<file path="src/rtl/hc138_rr_arbiter.sv">
// Round-robin arbiter for eight requesters that drives a 74HC138-style 3-to-8 decoder.
// It enforces a grant timeout and a guard gap with the decoder disabled between grants.
module hc138_rr_arbiter #(
    parameter int unsigned TIMEOUT = 255,
    parameter int unsigned GUARD   = 1
) (
    input  logic       clk,
    input  logic       rst,
    input  logic [7:0] req,
    input  logic [7:0] done,
    output logic [2:0] a,
    output logic       g1,
    output logic       g2a_n,
    output logic       g2b_n,
    output logic       gnt_valid,
    output logic [2:0] gnt_id,
    output logic       timeout_err
);

    typedef enum logic [1:0] {
        ST_IDLE,
        ST_GRANT,
        ST_GUARD
    } state_t;

    localparam logic [8:0] TMO_LAST   = 9'(TIMEOUT - 1);
    localparam logic [3:0] GUARD_LAST = 4'(GUARD - 1);

    state_t     state_q, state_d;
    logic [2:0] ptr, ptr_d;
    logic [8:0] cnt, cnt_d;
    logic [3:0] gcnt, gcnt_d;
    logic [2:0] gnt_id_d;
    logic       terr_d;
    logic       win_found;
    logic [2:0] win_id;
    logic       rel;

    // First requester at or after ptr; the 3-bit add wraps 7 -> 0.
    always_comb begin
        win_found = 1'b0;
        win_id    = ptr;
        for (int i = 0; i < 8; i++) begin
            if (!win_found && req[ptr + 3'(i)]) begin
                win_found = 1'b1;
                win_id    = ptr + 3'(i);
            end
        end
    end

    assign rel = done[gnt_id] | ~req[gnt_id];

    // NOTE: every signal gets a default before the case so no path can infer a latch.
    always_comb begin
        state_d  = state_q;
        ptr_d    = ptr;
        cnt_d    = cnt;
        gcnt_d   = gcnt;
        gnt_id_d = gnt_id;
        terr_d   = 1'b0;
        case (state_q)
            ST_IDLE: begin
                if (win_found) begin
                    state_d  = ST_GRANT;
                    gnt_id_d = win_id;
                    cnt_d    = '0;
                end
            end
            ST_GRANT: begin
                cnt_d = cnt + 9'd1;
                // A release that coincides with the timeout wins, so no error pulse.
                if (rel || cnt == TMO_LAST) begin
                    state_d = ST_GUARD;
                    terr_d  = ~rel;
                    ptr_d   = gnt_id + 3'd1;
                    gcnt_d  = '0;
                end
            end
            ST_GUARD: begin
                if (gcnt == GUARD_LAST) begin
                    state_d = ST_IDLE;
                end else begin
                    gcnt_d = gcnt + 4'd1;
                end
            end
            default: state_d = ST_IDLE;
        endcase
    end

    // NOTE: state uses non-blocking assignments so every flop samples pre-edge values.
    // Outputs are computed from the next state, so they stay purely registered.
    always_ff @(posedge clk) begin
        if (rst) begin
            state_q     <= ST_IDLE;
            ptr         <= '0;
            cnt         <= '0;
            gcnt        <= '0;
            gnt_id      <= '0;
            a           <= '0;
            gnt_valid   <= 1'b0;
            g1          <= 1'b0;
            g2a_n       <= 1'b1;
            g2b_n       <= 1'b1;
            timeout_err <= 1'b0;
        end else begin
            state_q     <= state_d;
            ptr         <= ptr_d;
            cnt         <= cnt_d;
            gcnt        <= gcnt_d;
            gnt_id      <= gnt_id_d;
            a           <= gnt_id_d;
            gnt_valid   <= (state_d == ST_GRANT);
            g1          <= (state_d == ST_GRANT);
            g2a_n       <= (state_d != ST_GRANT);
            g2b_n       <= (state_d != ST_GRANT);
            timeout_err <= terr_d;
        end
    end

endmodule

</file>
<file path="config.mk">
export PLATFORM = sky130hd
export DESIGN_NAME = hc138_rr_arbiter
export DESIGN_NICKNAME = d
export VERILOG_FILES = /design/src/rtl/hc138_rr_arbiter.sv
export SDC_FILE = /design/constraint.sdc
export NUM_CORES = 1
export LEC_CHECK = 0
export ABC_AREA = 1
export CAP_MARGIN = 20
export CORE_ASPECT_RATIO = 1.1
export CORE_MARGIN = 2
export CORE_UTILIZATION = 50
export DETAILED_ROUTE_END_ITERATION = 10
export MAX_ROUTING_LAYER = met4
export PLACE_DENSITY = 0.77
export SETUP_SLACK_MARGIN = 0.2
export SLEW_MARGIN = 20
export SYNTH_ARGS = -nofsm -noshare
export SYNTH_HDL_FRONTEND = slang
export SYNTH_SLANG_ARGS = --single-unit
</file>
<file path="constraint.sdc">
create_clock -name clk -period 2.39 [get_ports clk]
set_input_delay 0.239 -clock clk [delete_from_list [all_inputs] [get_ports clk]]
set_output_delay 0.239 -clock clk [all_outputs]
set_load 0.01 [all_outputs]
</file>
==> results.md <==
- Outcome: finished clean
- Routed metal-1 wire length: 2330 um
- Non-filler cells in the finished layout: 420
- WP data arrival: 2240 ps
- Slew Limit Fails: 0
- Worst setup EP type: flop
- Initial antenna violation count: 0
- Number of nets with antenna violations after routing: 0
- Fmax: 0.475 GHz
- Worst Hold Class: flop to flop
- Total core area: 4020 sq um
- CTS Root Cell: clkbuf_8
- Internal: 1.33 mW
- Final estimated routing congestion in global placement: 0.912
- # H-tree levels: 1
- Total GRT Usage: 23.0%
- Count of cell types in the netlist: 36
- Share of cells above drive strength 1: 19.0%
- Hold depth: 2
- DRC Markers: 0
- Detailed router's first-iteration violation count: 138
- WL/cell: 13.0 um
- Worst IR Drop VDD: 573 uV
- Reg2Reg Depth: 15
- Met2 WL: 2860 um
- Vias per cell: 5.27
- Top cells by area, synth: dfxtp_1 22%, nand2_1 16%, nand3_1 13%
- Final-layout fill cell count: 347
- Worst skew pair latency: 260 ps
- TNS Setup: 0 ps
- Final non-filler cell area: 2710 sq um
- MaxCap Viol Count: 0
- Syn Std Cell Area: 2140 sq um
- Switching share of total power: 50.8%
- Switching power: 1.38 mW
- Cts bufs inserted: 3
- Die Area: 4810 sq um
- Pwr per Cell Area: 999 nW/um^2
- Die X: 66.3 um
- Leak Pwr: 1.19 nW
- Clk slew on worst S/H paths: 80 ps
- # setup viols final: 0
- Most common cell after layout, fill and taps aside: nand2_1
- Drt pass-1 iters: 5
- Storage element area: 495 sq um
- CTS Hold Bufs: 0
- Placed cell count: 404
- Tmin final: 2110 ps
- Critical Path Source Type: flop
- CTS tree: done
- Total number of vias: 2214
- Worst path depth: 15
- CP Buf/Inv Count: 3
- Post-synthesis net count: 360
- Combinational share of power: 71.1%
- Clock skew: 1.84 ps
- First-pass GRT wire length: 8520 um
- Buffers on Ports: 28
- Clock Path Buffers: 2
- CP Max Fanout: 6
- Setup ws final: 285 ps
- DRT Wirelength: 5440 um
- Syn Inst Count: 331
- Clk sinks: 24
- Most common cell on crit path: nand3_2
- Starting Density: 53.1%
- Grt total ovfl: 0
- Sequential share of power: 20.4%
- ANT cells: 0
- Worst EP required: 2520 ps
- Layout Nets: 399
- Synth warnings: 0
- Post-placement cell area: 2450 sq um
- Sequential area share after synthesis: 22.5%
- Fin. Hold Viols: 0
- Yosys reg bits: 24
- Clock Power Share: 8.6%
- Multi-input combinational cell area: 1570 sq um
- CP top delay family: simple AND/OR/NAND/NOR gates
- Met3 routed WL: 153 um
- Area fraction of the dominant cell type after synthesis: 22.5%
- Post-DP HPWL: 4030 um
- CP max stage cell: dfxtp_4
- Least-Margin Pin Slew: 518 ps
- Num ports: 29
- Slowest stage delay, CP: 390 ps
- Mean post-synth cell area: 6.46 sq um
- Pre-CTS setup slack: 90.3 ps
- Vias in the first global route: 1989
- Final Cycle Share: 88.1%
- Highest routing layer actually used: met4
- Crit Path Category: flop to flop
- Area Growth Syn to Fin: 27.0%
- Row cnt: 24
- Largest net degree at the start of global routing: 17
- Die height: 72.6 um
- CP cell instances: inv_4 > ha_4 > inv_6 > nand3_2 > nand3_2 > nand2_4 > nor2_4 > nand4_4 > nor2_8 > nand3_4 > nand2_8 > buf_4 > nor2_1 > nand2_1 > a21oi_1
- Relative slew margins: 65.4%
- Most frequent cells in the layout: 85 x nand2_1, 48 x nand3_1, 29 x nor2_1
- Unrepaired setup endpoints after global routing: yes
- Synth area leader: dfxtp_1
## Yosys cell counts
| cell | number |
|---|---|
| a21boi_1 | 1 |
| a21oi_1 | 17 |
| a31oi_1 | 1 |
| buf_2 | 1 |
| buf_4 | 6 |
| buf_6 | 2 |
| buf_8 | 1 |
| clkbuf_1 | 1 |
| clkinv_1 | 2 |
| dfxtp_1 | 24 |
| ha_1 | 11 |
| inv_1 | 26 |
| inv_2 | 4 |
| inv_4 | 1 |
| nand2_1 | 93 |
| nand2_2 | 8 |
| nand2_4 | 3 |
| nand3_1 | 54 |
| nand3_2 | 4 |
| nand3_4 | 1 |
| nand3b_1 | 3 |
| nand4_1 | 5 |
| nand4_4 | 1 |
| nor2_1 | 30 |
| nor2_4 | 1 |
| nor2_8 | 1 |
| nor3_1 | 3 |
| o211a_1 | 1 |
| o21ai_0 | 7 |
| o21ai_2 | 1 |
| o21bai_2 | 1 |
| o22ai_1 | 1 |
| or2_2 | 1 |
| xnor2_1 | 3 |
| xnor2_2 | 1 |
| xor2_1 | 10 |
## tightest hold or removal path, cell delays in order (launching register included)
cell and delay, ps:
dfxtp_1 340, nand2_1 70, a21oi_1 50
## state kept, by name, summed over array words and instances (netlist names)
name         flops
gnt_valid        1
ptr              3
cnt              9
state_q          2
timeout_err      1
gnt_id           3
g2b_n            1
gcnt             4
## cell families after synthesis
family | share of synthesized area, %
buf+inv | 10.2
simple gates | 46.8
fa+ha+maj | 6.44
xor+xnor | 6.09
compound gates | 7.96
flops | 22.5
## through the flow
step	hold WS, ps	utilization, %	total power [mW]
global route	544	67.4	2.93
CTS	515	62.2	2.40
finish	509	67.4	2.71
floorplan	308	-	1.79
global placement	495	60.8	2.13
detailed placement	504	60.8	2.15
## area by class of cell
class                   instances  area share, %
multi-input cells             264           57.8
well taps                      52           2.40
clock buffers                   3           1.52
repair buffers                 44           15.2
inverters                      33           4.84
flip-flops and latches         24           18.3
## routing by layer
metal | vias up | GRT usage (%)
met2 | 46 | 40.6
li1 | 1149 | -
met5 | - | -
met1 | 1008 | 27.1
met4 | 0 | 8.62
met3 | 11 | 1.86
## repair_timing
| item | 4_1_cts | 5_1_grt |
|---|---|---|
| endpoints found under the setup margin | 14 | 17 |
| cloned | 0 | 1 |
| buffers inserted | 0 | 12 |
| resized for setup | 5 | 25 |
| pin swaps | 0 | 14 |
## final timing paths
check | start | to | slack [ps]
setup / recovery | ptr[0] | gnt_id[1] | 280
hold / removal | gcnt[1] | gcnt[1] | 510
setup reg to reg | ptr[0] | gnt_id[1] | 280
hold reg to reg | gcnt[1] | gcnt[1] | 510
## power groups by stage
stage                     Combinational [mW]  Clock (mW)  Sequential (mW)
after floorplan                         1.27           0            0.513
after global placement                  1.59           0            0.542
after detailed placement                1.60           0            0.543
after CTS                               1.62       0.239            0.539
after global routing                    2.12       0.254            0.561
final                                   1.93       0.232            0.552
Note: power is estimated with default switching activity, not from simulation.
